## src/rtl/osc_trig_capture_if.sv

```systemverilog
// Sample streams around the oscilloscope trigger/capture block.
// The input side faces the prefetch FIFO read port and the output side faces the frame consumer.
interface osc_trig_capture_if #(
  parameter int c_DATA_WIDTH = 8
);
  // Handshake rule for both streams: a beat moves on a rising clock edge
  // exactly when vld & rdy are both 1. The producer holds data/last stable
  // while vld=1 and rdy=0. rdy may depend combinationally on vld.
  logic [c_DATA_WIDTH-1:0] in_data;
  logic                    in_vld;
  logic                    in_rdy;
  logic [c_DATA_WIDTH-1:0] out_data;
  logic                    out_vld;
  logic                    out_rdy;
  logic                    out_last;

  modport master (
    output in_data, in_vld, out_rdy,
    input  in_rdy, out_data, out_vld, out_last
  );

  modport slave (
    input  in_data, in_vld, out_rdy,
    output in_rdy, out_data, out_vld, out_last
  );
endinterface

```

## src/rtl/osc_trig_capture.sv

```systemverilog
// Edge/level trigger and fixed-length frame capture on a sample stream.
// It waits in ARMED for a threshold crossing or a forced trigger, then streams frame_len beats.
module osc_trig_capture #(
  parameter int c_DATA_WIDTH = 8,
  parameter int c_LEN_WIDTH  = 12
) (
  input  logic                    rd_clk,
  input  logic                    rd_rst,
  osc_trig_capture_if.slave       s_if,
  input  logic                    arm,
  input  logic                    abort,
  input  logic [c_DATA_WIDTH-1:0] trig_level,
  input  logic                    trig_edge,
  input  logic                    trig_force,
  input  logic [c_LEN_WIDTH-1:0]  frame_len,
  output logic                    busy,
  output logic                    triggered,
  output logic [1:0]              o_dbg_state
);

  typedef enum logic [1:0] {
    S_IDLE    = 2'd0,
    S_ARMED   = 2'd1,
    S_CAPTURE = 2'd2
  } state_t;

  localparam logic [c_LEN_WIDTH-1:0] c_ONE = 1;

  state_t                  r_state;
  state_t                  w_state_nxt;
  logic [c_DATA_WIDTH-1:0] r_level;
  logic                    r_edge;
  logic [c_LEN_WIDTH-1:0]  r_len;
  logic [c_LEN_WIDTH-1:0]  r_loaded;
  logic [c_DATA_WIDTH-1:0] r_prev;
  logic                    r_prev_vld;
  logic [c_DATA_WIDTH-1:0] r_out_data;
  logic                    r_out_vld;
  logic                    r_out_last;
  logic                    r_triggered;

  logic                    w_in_rdy;
  logic                    w_take;
  logic                    w_xfer;
  logic                    w_arm_ok;
  logic                    w_rise;
  logic                    w_fall;
  logic                    w_hit;
  logic [c_LEN_WIDTH-1:0]  w_loaded_inc;

  assign w_arm_ok     = arm & (frame_len != '0);
  assign w_take       = s_if.in_vld & w_in_rdy;
  assign w_xfer       = r_out_vld & s_if.out_rdy;
  assign w_rise       = (r_prev < r_level) & (s_if.in_data >= r_level);
  assign w_fall       = (r_prev > r_level) & (s_if.in_data <= r_level);
  // Level crossings need a previous sample; force triggers on any sample.
  assign w_hit        = trig_force | (r_prev_vld & (r_edge ? w_fall : w_rise));
  assign w_loaded_inc = r_loaded + c_ONE;

  always_ff @(posedge rd_clk) begin
    if (rd_rst) r_state <= S_IDLE;
    else        r_state <= w_state_nxt;
  end

  always_comb begin
    w_state_nxt = r_state;
    w_in_rdy    = 1'b0;
    case (r_state)
      S_IDLE: begin
        if (w_arm_ok) w_state_nxt = S_ARMED;
      end
      S_ARMED: begin
        w_in_rdy = 1'b1;
        if (s_if.in_vld & w_hit) w_state_nxt = S_CAPTURE;
      end
      S_CAPTURE: begin
        w_in_rdy = (r_loaded < r_len) & (~r_out_vld | s_if.out_rdy);
        if (w_xfer & r_out_last) w_state_nxt = S_IDLE;
      end
      default: w_state_nxt = S_IDLE;
    endcase
    // Abort also blocks the pop in its own cycle so no sample is lost in flight.
    if (abort) begin
      w_state_nxt = S_IDLE;
      w_in_rdy    = 1'b0;
    end
  end

  always_ff @(posedge rd_clk) begin
    if (rd_rst) begin
      r_level     <= '0;
      r_edge      <= 1'b0;
      r_len       <= '0;
      r_loaded    <= '0;
      r_prev      <= '0;
      r_prev_vld  <= 1'b0;
      r_out_data  <= '0;
      r_out_vld   <= 1'b0;
      r_out_last  <= 1'b0;
      r_triggered <= 1'b0;
    end else if (abort) begin
      r_out_vld  <= 1'b0;
      r_out_last <= 1'b0;
    end else begin
      case (r_state)
        S_IDLE: begin
          if (w_arm_ok) begin
            r_level     <= trig_level;
            r_edge      <= trig_edge;
            r_len       <= frame_len;
            r_triggered <= 1'b0;
            r_prev_vld  <= 1'b0;
          end
        end
        S_ARMED: begin
          if (w_take) begin
            if (w_hit) begin
              r_out_data  <= s_if.in_data;
              r_out_vld   <= 1'b1;
              r_out_last  <= (r_len == c_ONE);
              r_loaded    <= c_ONE;
              r_triggered <= 1'b1;
            end else begin
              r_prev     <= s_if.in_data;
              r_prev_vld <= 1'b1;
            end
          end
        end
        S_CAPTURE: begin
          if (w_take) begin
            r_out_data <= s_if.in_data;
            r_out_vld  <= 1'b1;
            r_out_last <= (w_loaded_inc == r_len);
            r_loaded   <= w_loaded_inc;
          end else if (w_xfer) begin
            r_out_vld  <= 1'b0;
            r_out_last <= 1'b0;
          end
        end
        default: ;
      endcase
    end
  end

  assign s_if.in_rdy   = w_in_rdy;
  assign s_if.out_data = r_out_data;
  assign s_if.out_vld  = r_out_vld;
  assign s_if.out_last = r_out_last;
  assign busy          = (r_state != S_IDLE);
  assign triggered     = r_triggered;
  assign o_dbg_state   = r_state;

endmodule

```

## src/flat_wrapper.sv

```systemverilog
// flat-port wrapper written by rule: the top's interface ports become plain ports
module osc_trig_capture_flat 
#(
  parameter int c_DATA_WIDTH = 8,
  parameter int c_LEN_WIDTH  = 12
)
  (rd_clk, rd_rst, arm, abort, trig_level, trig_edge, trig_force, frame_len, busy, triggered, o_dbg_state, s_if_in_data, s_if_in_vld, s_if_out_rdy, s_if_in_rdy, s_if_out_data, s_if_out_vld, s_if_out_last);
  osc_trig_capture_if #(.c_DATA_WIDTH(c_DATA_WIDTH)) s_if_i ();
  input  logic rd_clk;
  input  logic rd_rst;
  input  logic arm;
  input  logic abort;
  input  logic [c_DATA_WIDTH-1:0] trig_level;
  input  logic trig_edge;
  input  logic trig_force;
  input  logic [c_LEN_WIDTH-1:0] frame_len;
  output logic busy;
  output logic triggered;
  output logic [1:0] o_dbg_state;
  input wire logic [$bits(s_if_i.in_data)-1:0] s_if_in_data;
  input wire logic [$bits(s_if_i.in_vld)-1:0] s_if_in_vld;
  input wire logic [$bits(s_if_i.out_rdy)-1:0] s_if_out_rdy;
  output wire logic [$bits(s_if_i.in_rdy)-1:0] s_if_in_rdy;
  output wire logic [$bits(s_if_i.out_data)-1:0] s_if_out_data;
  output wire logic [$bits(s_if_i.out_vld)-1:0] s_if_out_vld;
  output wire logic [$bits(s_if_i.out_last)-1:0] s_if_out_last;
  assign s_if_i.in_data = s_if_in_data;
  assign s_if_i.in_vld = s_if_in_vld;
  assign s_if_i.out_rdy = s_if_out_rdy;
  assign s_if_in_rdy = s_if_i.in_rdy;
  assign s_if_out_data = s_if_i.out_data;
  assign s_if_out_vld = s_if_i.out_vld;
  assign s_if_out_last = s_if_i.out_last;
  osc_trig_capture #(.c_DATA_WIDTH(c_DATA_WIDTH), .c_LEN_WIDTH(c_LEN_WIDTH)) u_core (.rd_clk(rd_clk), .rd_rst(rd_rst), .s_if(s_if_i), .arm(arm), .abort(abort), .trig_level(trig_level), .trig_edge(trig_edge), .trig_force(trig_force), .frame_len(frame_len), .busy(busy), .triggered(triggered), .o_dbg_state(o_dbg_state));
endmodule
```

## config.mk

```make
export PLATFORM = sky130hd
export DESIGN_NAME = osc_trig_capture_flat
export DESIGN_NICKNAME = d
export VERILOG_FILES = /design/src/rtl/osc_trig_capture_if.sv /design/src/rtl/osc_trig_capture.sv /design/src/flat_wrapper.sv
export SDC_FILE = /design/constraint.sdc
export NUM_CORES = 1
export LEC_CHECK = 0
export ABC_AREA = 0
export CAP_MARGIN = 20
export CORE_UTILIZATION = 55
export CTS_CLUSTER_DIAMETER = 80
export DETAILED_ROUTE_END_ITERATION = 10
export PLACE_DENSITY = 0.8
export SLEW_MARGIN = 5
export SYNTH_ARGS = -nofsm -noshare
export SYNTH_HDL_FRONTEND = slang
export SYNTH_SLANG_ARGS = --single-unit
```

## constraint.sdc

```tcl
create_clock -name rd_clk -period 2.9 [get_ports rd_clk]
set_input_delay 0.435 -clock rd_clk [delete_from_list [all_inputs] [get_ports rd_clk]]
set_output_delay 0.435 -clock rd_clk [all_outputs]
set_load 0.05 [all_outputs]
```

==> metrics.yaml <==
status:
  status: "complete, no violations"
route:
  viasPerCell: 6.20
  drt_pass1_iterations: 8
  wl_met1_mm: 4.20
  via_count: 3476
  drc_errors: 0
  avgRoutedWirePerCell_um: 16.9
  top_layer: "met4"
  wirelength_mm: 9.47
  ant_nets: 0
  first_iter_violations: 261
  met3_length_um: 523
  wl_met2_mm: 4.44
cells_and_area:
  antenna_cells: 0
  fillers: 510
  post_route_cells_drive_above_1_share_pct: 8.06
  layout.cells.non_filler: 561
  nets: 551
  area_growth_pct: 22.7
synth:
  syn_inst: 429
  synth.distinct_cells: 60
  synth.area.top_cells: "dfxtp_1 (30%), ha_1 (11%), mux2i_1 (11%), nand2_1 (5.6%), inv_1 (3.4%)"
  synthFlopType: "dfxtp_1"
  synth-seq-cells: 55
  synth_area_leader_cell: "dfxtp_1"
  netlist_area_um2: 3620
  synthArstFlopShare_pct: 0
  synth_top_area_share_pct: 30.4
  yosys_warnings: 0
  syn_nets: 497
  synth_edf_count: 0
  ys_seq_area_share_pct: 30.4
  syn_avg_cell_area_um2: 8.45
critical_path:
  critical-path-top-delay-family: "compound AO/OA/AOI/OAI gates"
  critPathSlowestCell: "a2111o_1"
  crit_fanout: 4
  cp.arrival_ps: 2370
  reg2reg_depth: 11
  rrSetupSlack_ps: 350
  start_kind: "flip-flop"
  path_cells: "inv_1 -> ha_1 -> o211ai_1 -> a2111o_1 -> a31o_4 -> and3b_1 -> buf_12"
  path_buf_inv: 2
  slowest_delay_ps: 510
  path_depth: 7
  criticalPathCategory: "reg -> out"
  worstPathRequired_ps: 2470
  cp-end-kind: "output pin"
die:
  coreArea_um2: 6350
  io_pins: 51
  die_h_um: 83.2
  initial_core_util_pct: 57.1
  dieWidth_um: 83.2
  fp-row-count: 29
  die_area_um2: 6920
clock_tree:
  cts_sinks: 55
  cts_buffers: 5
  cts_tree: "built"
  cts_hold_buf: 0
  clock_latency_ps: 320
  htree_num_levels: 2
  cts-root-buf: "clkbuf_8"
  clk_pin_slew_ps: 90
  cts_buffer_depth: 2
timing:
  fin_skew_ps: 20.3
  min_period_over_period_pct: 96.7
  tightest_slew_ps: 562
  setup_viol_count_final: 0
  drv_slew: 0
  rsz0062_at_grt: "false"
  max_slew_margin_pct: 62.2
  finalCriticalPeriod_ps: 2800
  max_freq_mhz: 357
  fin_setup_tns_ps: 0
  hold_viol: 0
placed_design:
  dp.cells: 552
  dp_hpwl_mm: 7.07
  place_congestion: 0.960
  port_buffers: 50
power_and_ir_drop:
  irDropWorstVdd_mv: 0.273
  p_per_area_nw_per_um2: 379
  totalPowerFinal_w: 0.00169
  power.leakage_nw: 1.81
global_route:
  grt_pass1_wl_mm: 15.8
  grt_pass1_vias: 3328
  grt-ovfl-total: 0
  grt_use_total_pct: 27.9
  grt_max_degree: 37
  antenna_found_initial: 0
min_path:
  worstHoldPathType: "reg -> reg"
  worstHoldPathCells: 2
job:
  max_cap_viol_count: 0
==> metal layers <==
metal	vias to the layer above	track usage (%)
li1	1655	-
met4	0	11.6
met5	-	0
met2	138	46.1
met1	1661	36.9
met3	22	3.38
==> cell usage in the layout (no fill, tap or decap), drive strengths merged, types with 7 or more instances in the layout <==
cell type      count
nand3             21
inv               33
clkdlybuf4s50     49
nor4               7
ha                32
xnor2             10
buf               16
dfxtp             55
nand2             54
mux2i             39
nor2b              8
a21oi             23
nor2              27
nand4             10
==> report_power, final <==
part | internal, W | total [W] | switching [W] | leakage (nW)
registers | 0.000775 | 0.000795 | 0.0000197 | 0.447
logic | 0.000161 | 0.000348 | 0.000186 | 1.30
clock network | 0.000280 | 0.000544 | 0.000264 | 0.0612
==> registers in the layout, indices dropped and copies added (netlist names) <==
register and flops:
u_core.s_if.out_last 1, u_core.triggered 1, u_core.r_prev 8, u_core.r_loaded 12, u_core.r_edge 1, u_core.o_dbg_state 2
u_core.r_len 12, u_core.s_if.out_vld 1, u_core.r_prev_vld 1, u_core.r_level 8, u_core.s_if.out_data 8
==> layout make-up <==
class	count	area, um^2	share of cell area, %
Sequential cell	55	1100	24.8
Tap cell	77	96.3	2.17
Timing Repair Buffer	65	661	14.9
Multi-Input combinational cell	322	2340	52.6
Clock buffer	6	82.6	1.86
Inverter	34	128	2.87
Clock inverter	2	35.0	0.788
==> cell usage after synthesis (4+ instances only) <==
cell       n
nor2b_1    7
mux2i_1   39
o32ai_1    5
xnor2_1   10
buf_2      5
nand4_1   10
a21o_1     4
nor4_1     6
ha_1      32
clkbuf_1  13
a211oi_1   5
nand2_1   54
a21oi_1   22
and4_1     4
nor3_1     4
o22ai_1    6
nand3_1   20
or3_1      6
xor2_1     5
nor2_1    27
o211a_1    4
dfxtp_1   55
inv_1     33
and3_1     4
==> repair_timing <==
action / 4_1_cts / 5_1_grt
buffers inserted: 0 / 1
gates resized for setup: 2 / 2
endpoints found under the setup margin: 1 / 1
cloned: 0 / 0
pin swaps: 0 / 2
==> final timing paths <==
path / start / to
max: u_core.r_len[3] / s_if_in_rdy
min: u_core.s_if.out_data[0] / u_core.s_if.out_data[0]
max reg2reg: u_core.r_len[9] / u_core.r_loaded[1]
min reg2reg: u_core.s_if.out_data[0] / u_core.s_if.out_data[0]
==> stage by stage <==
| stage | area [um^2] | util (%) | hold WS, ps | worst slack, ps |
|---|---|---|---|---|
| final | 4450 | 70.0 | 466 | 96.4 |
| after global routing | 4450 | 70.0 | 495 | 13.1 |
| after CTS | 4430 | 69.8 | 471 | 43.3 |
| after detailed placement | 4300 | 67.8 | 453 | 27.3 |
| after global placement | 4300 | 67.8 | 446 | 81.9 |
| after floorplan | 3620 | - | 438 | 219 |
==> cell families after synthesis <==
group,synth area share [%]
flip-flops,30.4
XOR/XNOR,3.63
multiplexers,11.1
AND/OR/NAND/NOR,21.9
adder cells (fa/ha/maj),11.0
buffers and inverters,5.56
AO/OA/AOI/OAI,16.4
==> worst min-delay path: stages (launching register included) <==
cell     delay, ps
dfxtp_1        320
nand2_1         50
mux2i_1         50
Note: power is estimated with default switching activity, not from simulation.
==> patch 1: new RTL, same flow settings <==
`c_DATA_WIDTH` is set to 8 in 3 places; all go to 6.
--- a/src/rtl/osc_trig_capture_if.sv
+++ b/src/rtl/osc_trig_capture_if.sv
@@ -2,5 +2,5 @@
 // The input side faces the prefetch FIFO read port and the output side faces the frame consumer.
 interface osc_trig_capture_if #(
-  parameter int c_DATA_WIDTH = 8
+  parameter int c_DATA_WIDTH = 6
 );
   // Handshake rule for both streams: a beat moves on a rising clock edge
--- a/src/rtl/osc_trig_capture.sv
+++ b/src/rtl/osc_trig_capture.sv
@@ -2,5 +2,5 @@
 // It waits in ARMED for a threshold crossing or a forced trigger, then streams frame_len beats.
 module osc_trig_capture #(
-  parameter int c_DATA_WIDTH = 8,
+  parameter int c_DATA_WIDTH = 6,
   parameter int c_LEN_WIDTH  = 12
 ) (
--- a/src/flat_wrapper.sv
+++ b/src/flat_wrapper.sv
@@ -2,5 +2,5 @@
 module osc_trig_capture_flat 
 #(
-  parameter int c_DATA_WIDTH = 8,
+  parameter int c_DATA_WIDTH = 6,
   parameter int c_LEN_WIDTH  = 12
 )
Interface: changed (resized s_if_in_data, s_if_out_data and trig_level); port bits go from 51 to 45. The function was not compared with the original's and may differ.
==> patch 1 against the unedited design <==
  * Global-route usage is 0.84 points higher
  * Sequential cell count is 6 lower
  * Wire length is 13% lower
  * Final area is 11% lower
  * Worst hold slack worse by 0.010 ns
  * Non-clock buffer count is 3 lower
  * First-iteration DRC count is 20% lower
  * Setup slack better by 0.064 ns
  * Die area is 12% lower
  * Area after synthesis is 12% lower
  * Total power is 3.6% lower
  * Critical endpoint unchanged
==> patch 1: results (changes against the unedited design) <==
- Port bufs: 44 (-12%)
- Leakage: 1.53 nW (-16%)
- Met3 Usage GRT: 4.19% (+0.81 points)
- Pre-CTS setup slack: -0.0442 ns (-0.0715 ns)
- CP max stage delay: 0.42 ns (-0.09 ns)
- Top post-synthesis cells by area: dfxtp_1, ha_1, mux2i_1
- Vias per cell: 6.08 (-1.9%)
- Clk pwr share: 37.5% (+5.3 points)
- Max Clock Freq: 365 MHz (+2.3%)
- Vias in the first global route: 2917 (-12%)
- Status: completed
- Drt first-iter violations: 209 (-20%)
- Final Net Count: 491 (-11%)
- Seq/Total Area, Yosys: 30.8% (+0.37 points)
- Met2 WL: 3.84 mm (-13%)
- Psw: 445 µW (-5.1%)
- Cell total after placement: 496 (-10%)
- First-pass GRT wire length: 13.9 mm (-12%)
- Via count: 3063 (-12%)
- Global-route usage over all layers: 28.8% (+0.84 points)
- Final Skew: 0.00438 ns (-0.0159 ns)
- Distinct cells, synth: 63 (+5.0%)
- Largest net degree at the start of global routing: 30 (-19%)
- Drt first pass iters: 5 (-3)
- Layout cells sized above 1: 9.72% (+1.7 points)
- Met3 Routed Length: 448 µm (-14%)
- Slew HR: 54.4% (-7.8 points)
- Sw Share: 27.4% (-0.45 points)
- Met2 Use GR: 47.3% (+1.2 points)
- CP Max Fanout: 3 (-1)
- Post-synthesis mux area share: 8.16% (-2.9 points)
- HPWL Detailed: 6.20 mm (-12%)
[patch 1: worst paths after layout]
path | startpoint | end | slack [ns] | depth (start not counted)
max | u_core.r_len[11] | s_if_in_rdy | 0.16 | 8
min | u_core.triggered | u_core.triggered | 0.46 | 2
max reg2reg | u_core.r_len[2] | u_core.r_loaded[4] | 0.18 | 11
min reg2reg | u_core.triggered | u_core.triggered | 0.46 | 2
[patch 1: cell type report]
type | count | share of cell area [%]
timing repair buffer | 62 | 15.4
clock buffer | 5 | 1.74
inverter | 35 | 3.35
multi-input combinational | 278 | 50.8
clock inverter | 3 | 1.74
tap | 72 | 2.27
sequential | 49 | 24.7
[patch 1: what timing repair did]
action / 4_1_cts / 5_1_grt
hold buffers: 0 / 0
gates resized for setup: 0 / 1
endpoints found under the setup margin: 0 / 6
==> patch 2: new RTL, config.mk and constraints unchanged <==
Without the edit above. Register the output `triggered` once more, cleared by the reset; this adds one clock of latency there. The other outputs are not delayed to match.
--- a/src/rtl/osc_trig_capture.sv
+++ b/src/rtl/osc_trig_capture.sv
@@ -148,5 +148,11 @@
   assign s_if.out_last = r_out_last;
   assign busy          = (r_state != S_IDLE);
-  assign triggered     = r_triggered;
+  always_ff @(posedge rd_clk) begin
+    if (rd_rst) begin
+      triggered <= '0;
+    end else begin
+      triggered <= r_triggered;
+    end
+  end
   assign o_dbg_state   = r_state;
 
Formal check against the unedited RTL: not equivalent (a bounded check fails within 4 cycles, from zero or initial values and one cycle with rd_rst high).
==> patch 2 against the unedited design <==
  * Sequential power up 1%
  * Clock power down 15%
  * Sequential cell count up 1
  * Wire length down 14%
  * Final area down 4.1%
  * Area after synthesis down 4.7%
  * Fmax up 3.7%
  * Total power down 6.8%
  * Setup slack better by 0.099 ns
  * Critical path type is now input port to register
  * Critical endpoint is now u_core.r_loaded[6]
  * Largest cell class unchanged
==> patch 2: results (changes against the unedited design) <==
- Drt first-iter violations: 103 (-61%)
- CP Max Fanout: 7 (+3)
- Largest net degree at the start of global routing: 43 (+16%)
- Syn_area_per_cell: 8.81 µm² (+4.3%)
- Hold path depth: 1 (-1)
- Met2 WL: 3.66 mm (-18%)
- Total combinational power: 305 µW (-12%)
- Final hold slack: 0.486 ns (+0.0197 ns)
- First-pass GRT wire length: 13.7 mm (-13%)
- Top post-synthesis cells by area: dfxtp_1, ha_1, mux2i_1
- Drt first pass iters: 4 (-4)
- Vias in the first global route: 2892 (-13%)
- Layout cells sized above 1: 10.9% (+2.9 points)
- Clock transition at the registers of the reported paths: 0.11 ns (+0.02 ns)
- Total wire length: 8.14 mm (-14%)
- Seq pwr share: 51.2% (+4.1 points)
- Status: completed
- Met3 Routed Length: 487 µm (-6.9%)
- Leakage: 1.69 nW (-6.9%)
- PwrDens: 369 nW/µm² (-2.8%)
- GP Congestion: 0.919 (-4.2%)
- Internal: 1.11 mW (-8.6%)
- Met1 Use GR: 37.0% (+0.14 points)
- Routed length on met1: 3.85 mm (-8.4%)
- Min-Delay Endpoint: u_core.triggered
- Worst r2r dst: u_core.s_if.out_last
- Post-DP Area: 4150 µm² (-3.5%)
- Cell total after placement: 524 (-5.1%)
- Syn_nets: 460 (-7.4%)
- CP max stage delay: 0.43 ns (-0.08 ns)
- RR Startpoint: u_core.r_loaded[0]
- Setup slack, reg-to-reg: 0.20 ns (-0.15 ns)
- Post_cts resized: 0 (-2)
- Vias per cell: 5.79 (-6.6%)
- Pre-CTS setup slack: -0.128 ns (-0.155 ns)
- Global-route usage over all layers: 27.0% (-0.94 points)
- Worst IR Drop VDD: 315 µV (+15%)
-- patch 2: cell count changes after synthesis, moves of 4 or more --
cell,before,now
nand2_1,54,17
nor2_1,27,52
nand3_1,20,11
o22ai_1,6,0
buf_2,5,0
and3_1,4,0
nand2b_1,1,5
-- patch 2: worst reg2reg max path: stages (launching register included) --
cell and delay, ns:
dfxtp_2 0.41, ha_1 0.27, nand3_2 0.15, or2_1 0.35, or3_1 0.40, xnor2_1 0.16
nor4_1 0.35, a41o_1 0.24, a21oi_1 0.05, a311oi_2 0.23
-- patch 2: worst max path at each step --
stage	start	endpoint	slack, ns
floorplan	u_core.o_dbg_state[1]	s_if_in_rdy	0.45
global placement	s_if_in_data[6]	u_core.s_if.out_last	0.003
detailed placement	s_if_in_data[6]	u_core.r_loaded[6]	-0.13
CTS	u_core.r_level[6]	u_core.r_loaded[6]	0.19
global route	s_if_in_data[6]	u_core.r_loaded[6]	0.003
finish	s_if_in_data[6]	u_core.r_loaded[6]	0.20
-- patch 2: final cells by class --
| type | instances | area [µm²] |
|---|---|---|
| multi-input cells | 288 | 2150 |
| inverters | 35 | 131 |
| flip-flops and latches | 56 | 1120 |
| well taps | 75 | 93.8 |
| fillers | 466 | 1730 |
| clock inverters | 3 | 26.3 |
| repair buffers | 70 | 668 |
| clock buffers | 5 | 68.8 |
-- patch 2: cells by family after synthesis --
| kind of cell | after synthesis | share of synthesized area, % |
|---|---|---|
| and+or+nand+nor | 130 | 18.8 |
| AOI/OAI and AO/OA | 70 | 15.7 |
| DFF | 56 | 32.5 |
| buffers and inverters | 48 | 5.87 |
| muxes | 38 | 11.0 |
| adders and majority gates | 32 | 11.6 |
| xor gates and xnor gates | 18 | 4.57 |
